[src/rtl/stack_alu_pkg.sv]
// Definitions shared by the stack ALU and its program sequencer: opcodes,
// sequencer FSM encoding and the program-counter width helper.
package stack_alu_pkg;

    localparam logic [2:0] OP_NOP  = 3'b000;
    localparam logic [2:0] OP_HALT = 3'b001;
    localparam logic [2:0] OP_ADD  = 3'b100;
    localparam logic [2:0] OP_MUL  = 3'b101;
    localparam logic [2:0] OP_PUSH = 3'b110;
    localparam logic [2:0] OP_POP  = 3'b111;

    typedef enum logic [1:0] {
        S_IDLE  = 2'd0,
        S_RUN   = 2'd1,
        S_DRAIN = 2'd2,
        S_DONE  = 2'd3
    } state_t;

    // A one-entry program still needs a one-bit address.
    function automatic int pw_of(input int depth);
        return (depth > 1) ? $clog2(depth) : 1;
    endfunction

endpackage

[src/rtl/stack_alu_prog_mem.sv]
// Instruction store of DEPTH {opcode, operand} words: synchronous write,
// combinational read so a fetch sees mem[pc] in the same cycle. Not reset.
module stack_alu_prog_mem #(
    parameter int N     = 4,
    parameter int DEPTH = 16,
    parameter int PW    = 4
) (
    input  logic          clk,
    input  logic          we,
    input  logic [PW-1:0] waddr,
    input  logic [N+2:0]  wdata,
    input  logic [PW-1:0] raddr,
    output logic [N+2:0]  rdata
);

    logic [N+2:0] mem [DEPTH];

    always_ff @(posedge clk) begin
        if (we) begin
            mem[waddr] <= wdata;
        end
    end

    assign rdata = mem[raddr];

endmodule

[src/rtl/stack_alu_sequencer.sv]
// Program sequencer in front of the stack ALU: issues one stored instruction per
// cycle, blocks stack misuse before issue and captures POP results two cycles later.
module stack_alu_sequencer
    import stack_alu_pkg::*;
#(
    parameter int  N      = 4,
    parameter int  DEPTH  = 16,
    parameter int  SDEPTH = 16,
    localparam int PW     = pw_of(DEPTH)
) (
    input  logic          clk,
    input  logic          rst,
    input  logic          prog_we,
    input  logic [PW-1:0] prog_addr,
    input  logic [2:0]    prog_op,
    input  logic [N-1:0]  prog_data,
    input  logic          start,
    output logic [2:0]    alu_opcode,
    output logic [N-1:0]  alu_data,
    input  logic [N-1:0]  alu_result,
    input  logic          alu_overflow,
    output logic          busy,
    output logic          done,
    output logic          error,
    output logic          ovf_sticky,
    output logic [N-1:0]  result,
    output logic          result_valid,
    output logic [PW-1:0] pc
);

    localparam logic [PW:0]   DEP_ONE = 1;
    localparam logic [PW:0]   DEP_TWO = 2;
    localparam logic [PW:0]   DEP_MAX = (PW+1)'(SDEPTH);
    localparam logic [PW-1:0] PC_ONE  = 1;
    localparam logic [PW-1:0] PC_LAST = PW'(DEPTH - 1);

    state_t        state, state_nx;
    logic [PW:0]   depth, depth_nx;
    logic [PW-1:0] pc_nx;
    logic          drain_cnt, drain_nx;
    logic [2:0]    op_nx;
    logic [N-1:0]  data_nx;
    logic          err_set;
    logic          chk_ok;
    logic          start_run;
    logic [2:0]    op_p1;
    logic [N+2:0]  fetch;
    logic [2:0]    f_op;
    logic [N-1:0]  f_data;

    stack_alu_prog_mem #(
        .N     (N),
        .DEPTH (DEPTH),
        .PW    (PW)
    ) u_mem (
        .clk   (clk),
        .we    (prog_we && !busy),
        .waddr (prog_addr),
        .wdata ({prog_op, prog_data}),
        .raddr (pc),
        .rdata (fetch)
    );

    assign f_op      = fetch[N+2:N];
    assign f_data    = fetch[N-1:0];
    assign busy      = (state == S_RUN) || (state == S_DRAIN);
    assign done      = (state == S_DONE);
    assign start_run = (state == S_IDLE) && start;

    always_comb begin
        state_nx = state;
        pc_nx    = pc;
        depth_nx = depth;
        drain_nx = drain_cnt;
        op_nx    = OP_NOP;
        data_nx  = '0;
        err_set  = 1'b0;
        chk_ok   = 1'b1;
        case (state)
            S_IDLE: begin
                if (start) begin
                    state_nx = S_RUN;
                    pc_nx    = '0;
                end
            end
            S_RUN: begin
                case (f_op)
                    OP_ADD, OP_MUL: begin
                        if (depth >= DEP_TWO) depth_nx = depth - DEP_ONE;
                        else                  chk_ok   = 1'b0;
                    end
                    OP_PUSH: begin
                        if (depth < DEP_MAX) depth_nx = depth + DEP_ONE;
                        else                 chk_ok   = 1'b0;
                    end
                    OP_POP: begin
                        if (depth >= DEP_ONE) depth_nx = depth - DEP_ONE;
                        else                  chk_ok   = 1'b0;
                    end
                    default: ;
                endcase
                // A rejected or halting fetch issues nothing and leaves pc on it.
                if (!chk_ok) begin
                    err_set  = 1'b1;
                    state_nx = S_DRAIN;
                    drain_nx = 1'b0;
                end else if (f_op == OP_HALT) begin
                    state_nx = S_DRAIN;
                    drain_nx = 1'b0;
                end else begin
                    op_nx   = f_op[2] ? f_op : OP_NOP;
                    data_nx = (f_op == OP_PUSH) ? f_data : '0;
                    if (pc == PC_LAST) begin
                        state_nx = S_DRAIN;
                        drain_nx = 1'b0;
                    end else begin
                        pc_nx = pc + PC_ONE;
                    end
                end
            end
            S_DRAIN: begin
                if (drain_cnt) begin
                    state_nx = S_DONE;
                    drain_nx = 1'b0;
                end else begin
                    drain_nx = 1'b1;
                end
            end
            S_DONE:  state_nx = S_IDLE;
            default: state_nx = S_IDLE;
        endcase
    end

    // Fetch/issue stage: FSM, pc, depth mirror and registered ALU drive.
    always_ff @(posedge clk or negedge rst) begin
        if (!rst) begin
            state      <= S_IDLE;
            pc         <= '0;
            depth      <= '0;
            drain_cnt  <= 1'b0;
            alu_opcode <= OP_NOP;
            alu_data   <= '0;
            error      <= 1'b0;
        end else begin
            state      <= state_nx;
            pc         <= pc_nx;
            depth      <= depth_nx;
            drain_cnt  <= drain_nx;
            alu_opcode <= op_nx;
            alu_data   <= data_nx;
            if (start_run)    error <= 1'b0;
            else if (err_set) error <= 1'b1;
        end
    end

    // Capture stage: op_p1 lines up with the ALU output one cycle after issue.
    always_ff @(posedge clk or negedge rst) begin
        if (!rst) begin
            op_p1        <= OP_NOP;
            result       <= '0;
            result_valid <= 1'b0;
            ovf_sticky   <= 1'b0;
        end else begin
            op_p1        <= alu_opcode;
            result_valid <= (op_p1 == OP_POP);
            if (op_p1 == OP_POP) begin
                result <= alu_result;
            end
            if (start_run) begin
                ovf_sticky <= 1'b0;
            end else if ((op_p1 == OP_ADD) || (op_p1 == OP_MUL)) begin
                ovf_sticky <= ovf_sticky | alu_overflow;
            end
        end
    end

endmodule

[config.mk]
export PLATFORM = sky130hd
export DESIGN_NAME = stack_alu_sequencer
export DESIGN_NICKNAME = d
export VERILOG_FILES = /design/src/rtl/stack_alu_pkg.sv /design/src/rtl/stack_alu_prog_mem.sv /design/src/rtl/stack_alu_sequencer.sv
export SDC_FILE = /design/constraint.sdc
export NUM_CORES = 1
export LEC_CHECK = 0
export BUFFER_PORTS_ARGS = -buffer_cell sky130_fd_sc_hd__buf_2
export CAP_MARGIN = 10
export CORE_MARGIN = 8
export CORE_UTILIZATION = 40
export DETAILED_ROUTE_END_ITERATION = 12
export SETUP_SLACK_MARGIN = 0.4
export SLEW_MARGIN = 20
export SYNTH_ARGS = -nofsm -noshare
export SYNTH_HDL_FRONTEND = slang
export SYNTH_SLANG_ARGS = --single-unit
export TNS_END_PERCENT = 5
[constraint.sdc]
create_clock -name clk -period 3.3 [get_ports clk]
set_clock_uncertainty 0.15 [all_clocks]
set_input_delay 0.165 -clock clk [delete_from_list [all_inputs] [get_ports clk]]
set_output_delay 0.165 -clock clk [all_outputs]
set_load 0.01 [all_outputs]
-- Yosys cells after proc, flatten, opt, wreduce, memory -nomap -nowiden
Memory sizes are Yosys's and may differ from the RTL's.
Index checks and enable logic that the tools add are counted.
- latch bits: 0
- register bits: 29
- memories: 1
- output and inout port bits: 20
- word-level logic and storage cells: 97
- input bits: 20
- bits in read-only memories: 0
- bits in writable memories: 112
- memories (name ; words ; width ; rd ports ; clocked after memory_dff ; wr ports ; RTL line ; source):
    u_mem.mem ; 16 ; 7 ; 1 ; 0 ; 1 ; stack_alu_prog_mem.sv:16 ; logic [N+2:0] mem [DEPTH];
- reductions and logical operators: 16
- equal/unequal tests: 21
- multiply operators: 0
- bitwise gates (word level): 1
- magnitude comparators: 3
- add/sub/neg operators: 3
- divide/modulo/power cells: 0
- mux-type cells: 41
- shift operators: 0
- operator list (cell ; number):
    $mux 4 ; 8
    $eq 3x3->1 const B ; 7
    $mux 1 ; 16
    $mux 5 ; 3
    $pmux 5 s3 ; 1
    $ne 2x2->1 const B ; 7
    $mux 3 ; 4
    $mux 2 ; 5
    $reduce_and 5->1 ; 2
    $pmux 2 s4 ; 1
    $pmux 4 s2 ; 1
    $reduce_bool 2->1 ; 4
    $add 5x1->5 const B ; 1
    $ge 5x1->1 const B ; 1
    $ge 5x2->1 const B ; 1
    $lt 5x5->1 const B ; 1
    $sub 5x1->5 const B ; 1
    $add 4x1->4 const B ; 1
    $eq 2x2->1 const B ; 2
    $eq 4x4->1 const B ; 1
    $ne 4x2->1 const B ; 1
    $eq 3x1->1 const B ; 1
    $pmux 1 s3 ; 1
    $reduce_and 3->1 ; 1
    other kinds (11) ; 13

-- Logic depth before layout (Yosys ltp)
An unclocked memory read counts as a cell.
- depth after elaboration: 9
- mapped depth: 8
- depth with buffers taken out: 8

-- Cells and area by module
From an unflattened synthesis, not the netlist that was laid out.
- cell total of the unflattened synthesis: 323
- area total of the unflattened synthesis: 5854.4 sq um
- by module, submodules not included (module ; instances ; area each (sq um) ; sequential area each (sq um) ; cells an instance):
    stack_alu_prog_mem ; 1 ; 4390.5 ; 3363.2 ; 196
    stack_alu_sequencer ; 1 ; 1463.9 ; 725.7 ; 127

-- Least setup slack after synthesis
OpenSTA, ideal clock, no wires.
- path kind: flip-flop to flip-flop
- from: reg pc[3]
- to: reg state[1]
- data required time: 3022 ps
- arrival time: 2647 ps
- setup time: 128 ps
- buffers on the path: 1
- period minus slack after synthesis: 2924 ps
- cell stages (with the launch flop): 9
- slack: 376 ps
- path through: dfrtp_1 -> buf_2 -> mux4_2 -> a22o_1 -> a21oi_2 -> mux2i_1 -> a2bb2oi_1 -> a311oi_2 -> mux2_1
- longest elaborated chain between the ends: 7
- elaborated cells between the ends (all ways): 15
- classes of those cells: eq/ne: 7; mux: 5; reduce/logical: 2; memory: 1
- RTL lines (element ; RTL line ; source):
    from (decl) ; stack_alu_sequencer.sv:28 ; output logic [PW-1:0] pc
    from (signal assigned) ; stack_alu_sequencer.sv:146 ; pc <= pc_nx;
    $mem_v2 16x7 ; - ;
    $eq 3x3->1 ; stack_alu_sequencer.sv:87 ; case (f_op)
    $reduce_or 2->1 ; stack_alu_sequencer.sv:87 ;
    $pmux 1 s3 ; stack_alu_sequencer.sv:87 ;
    $mux 1 ; stack_alu_sequencer.sv:79 ; case (state)
    $ne 4x2->1 (no line) / $mux 2 (equally long branches) ; - ;
    $reduce_and 3->1 (no line) / $pmux 2 s4 (equally long branches) ; - ;
    to (signal assigned) ; stack_alu_sequencer.sv:145 ; state <= state_nx;
    to (decl) ; stack_alu_sequencer.sv:37 ; state_t state, state_nx;
Several ways; a longest one is shown, not always the timed one. The select of a mux whose other input is x is not followed.
A chain may end at the register's enable or synchronous reset.

-- Worst setup path in the final report
Same ends and word-level chain as after synthesis.

==> metrics.yaml <==
min_path_type: "primary input to flop"
multi_input_area_sq_um: 1740
die_w_um: 137
ios: 40
timing.final.crit_share_pct: 84.5
routabilityCongestion: 0.778
synth-async-reset-ratio_pct: 20.6
achievable-frequency_ghz: 0.359
h-tree-depth: 4
drtAntennaViolNets: 0
gr-usage-all-layers_pct: 14.4
seq_area_frac_synth_pct: 69.9
start_util_pct: 40.5
maxSlewViolCount: 0
setup_viol: 0
required_ns: 3.46
insertion_delay_ns: 0.43
period_needed_ns: 2.79
clockRootBuffer: "clkbuf_16"
fin_util_pct: 51.0
status: "finished, final reports clean"
synth_seq_cells: 141
post_dp_cell_area_sq_um: 6410
grt_pass1_vias: 3353
grt_max_degree: 30
totalWireLength_um: 12600
vias_per_cell: 5.25
power.density_nw_per_um2: 794
finalInstanceArea_sq_um: 7360
core-area_sq_um: 14400
cts_tree: "built"
finalNetCount: 457
cp-end-kind: "flop"
rows: 44
clockBufferDepth: 2
die_y_um: 137
yosys.cell_types.count: 52
synth_top_flop_cell: "edfxtp_1"
areaGrowthSynthToFinish_pct: 25.8
antenna_found_initial: 1
first_pass_iters: 5
drive_gt1_share_pct: 36.8
post_drt_wl_per_cell_um: 20.3
max_slew.worst_pin.slew_ns: 0.654
synthCells: 326
startpoint_type: "flop"
antennaDiodeCount: 0
grt_pass1_wl_um: 19300
die-area_sq_um: 18700
drc: 0
drt-initial-drc-count: 231
max_slew_margin_pct: 56.4
path_max_fanout: 7
port_buffers: 39
leakagePower_nw: 2.70
post-dp-hpwl_um: 8390
syn-num-nets: 356
seq_area_sq_um: 4090
hold_viol: 0
syn-mean-instance-area_sq_um: 17.9
yosysWarnings: 0
grt_setup_unrepaired: "true"
maxCapViolations: 0
fillers: 1184
critical_path_class: "flop to flop"
critPathArrivalTime_ns: 2.95
fin_tns_setup_ns: 0
cts_num_sinks: 141
synth-edff-count: 112
syn_area_sq_um: 5850
ir_drop_mv: 0.466
overflow: 0
cts_buffers: 17
num_vias: 3276
clkTransAtPathRegs_ns: 0.06
-- cells in the mapped netlist, types with 4 or more instances --
master | number | share of area, %
nand2_1 | 10 | 0.64
ha_1 | 10 | 2.1
nor2b_1 | 7 | 0.75
nand2b_1 | 6 | 0.64
nand3_1 | 8 | 0.68
a21oi_1 | 4 | 0.34
mux4_2 | 30 | 12
nor3_1 | 7 | 0.60
edfxtp_1 | 112 | 58
mux2i_1 | 5 | 0.86
xor2_1 | 4 | 0.60
o21ai_0 | 4 | 0.34
clkbuf_1 | 4 | 0.26
inv_1 | 9 | 0.58
nor2_1 | 22 | 1.4
mux2_2 | 5 | 0.96
dfrtp_1 | 29 | 12
-- worst paths after layout --
path | start | cells past startpoint | to | slack [ns]
worst max register to register | pc[3] | 7 | state[1] | 0.51
worst min-delay path | prog_addr[0] | 3 | u_mem.mem[10][1] | 0.12
worst min register to register | alu_opcode[2] | 0 | op_p1[2] | 0.22
max in group asynchronous | rst | 2 | pc[3] | 2.37
min in group asynchronous | rst | 2 | state[0] | 0.16
worst max-delay path | pc[3] | 7 | state[1] | 0.51
-- layout make-up --
type | instances | share of cell area (%)
flip-flops and latches | 141 | 55.7
multi-input cells | 165 | 23.6
repair buffers | 92 | 8.86
clock buffers | 17 | 5.78
well taps | 184 | 3.13
clock inverters | 15 | 2.42
inverters | 10 | 0.510
-- layer usage --
layer / part of all wire [%] / global-route usage [%] / vias up
li1: - / - / 1512
met1: 44 / 18.7 / 1640
met4: 1.6 / 5.97 / 0
met2: 48 / 22.6 / 108
met5: 0 / 0 / -
met3: 6.7 / 3.82 / 16
-- power breakdown --
| group | leakage (nW) | internal [mW] | switching [mW] |
|---|---|---|---|
| Clock | 0.297 | 1.14 | 0.798 |
| Sequential | 1.38 | 2.07 | 0.130 |
| Combinational | 1.02 | 0.847 | 0.861 |
-- cells by family after synthesis --
group           count (synthesis)  synth area share, %
compound gates                 29                 4.20
xor+xnor                        5                0.749
fa+ha+maj                      10                 2.14
buf+inv                        20                 1.48
flops                         141                 69.9
mux                            43                 14.2
simple gates                   78                 7.28
-- registers in the layout (all words and copies together), names as in the netlist, 2 cells and up --
| name | count |
|---|---|
| pc | 4 |
| u_mem.mem | 112 |
| alu_data | 4 |
| op_p1 | 3 |
| result | 4 |
| depth | 5 |
| state | 2 |
| alu_opcode | 3 |
-- per-stage QoR --
stage	total power [mW]	setup WS (ns)	instances	hold WS (ns)
6_report	5.84	0.511	624	0.117
5_1_grt	6.12	0.390	624	0.139
4_1_cts	5.68	0.372	611	0.0970
3_5_place_dp	3.69	0.191	564	0.0836
3_3_place_gp	3.65	0.292	564	0.0679
2_1_floorplan	3.23	0.408	326	-0.281
-- repair_timing --
action,CTS,global route
endpoints found under the hold margin,147,0
cloned,0,0
hold buffers,14,0
setup buffers,1,13
setup endpoints to repair,15,16
resized for setup,4,12
pin swaps,0,4
-- critical path, stage by stage (launching register included) --
cell and delay, ns:
dfrtp_2 0.46, mux4_2 0.54, a22o_1 0.29, a21oi_4 0.19
mux2i_4 0.38, a2bb2oi_2 0.19, a311oi_2 0.13, mux2_1 0.35
-- layout by cell type, fill, tap and decap left out, drive strengths merged, types with 2 or more instances in the layout --
cell type / count
nand2: 10
a221oi: 2
xor2: 4
edfxtp: 112
a31oi: 2
buf: 78
nand4: 3
mux4: 31
dfrtp: 29
nor2b: 7
or3: 2
nand3b: 3
o21ai: 6
nor3: 7
o211ai: 2
nor2: 22
clkbuf: 17
clkinv: 4
inv: 18
mux2i: 5
a21oi: 6
nand2b: 6
bufinv: 2
dlygate4sd3: 14
or4: 3
mux2: 7
and3: 2
nand3: 8
ha: 10
(Power assumes the default switching activity.)
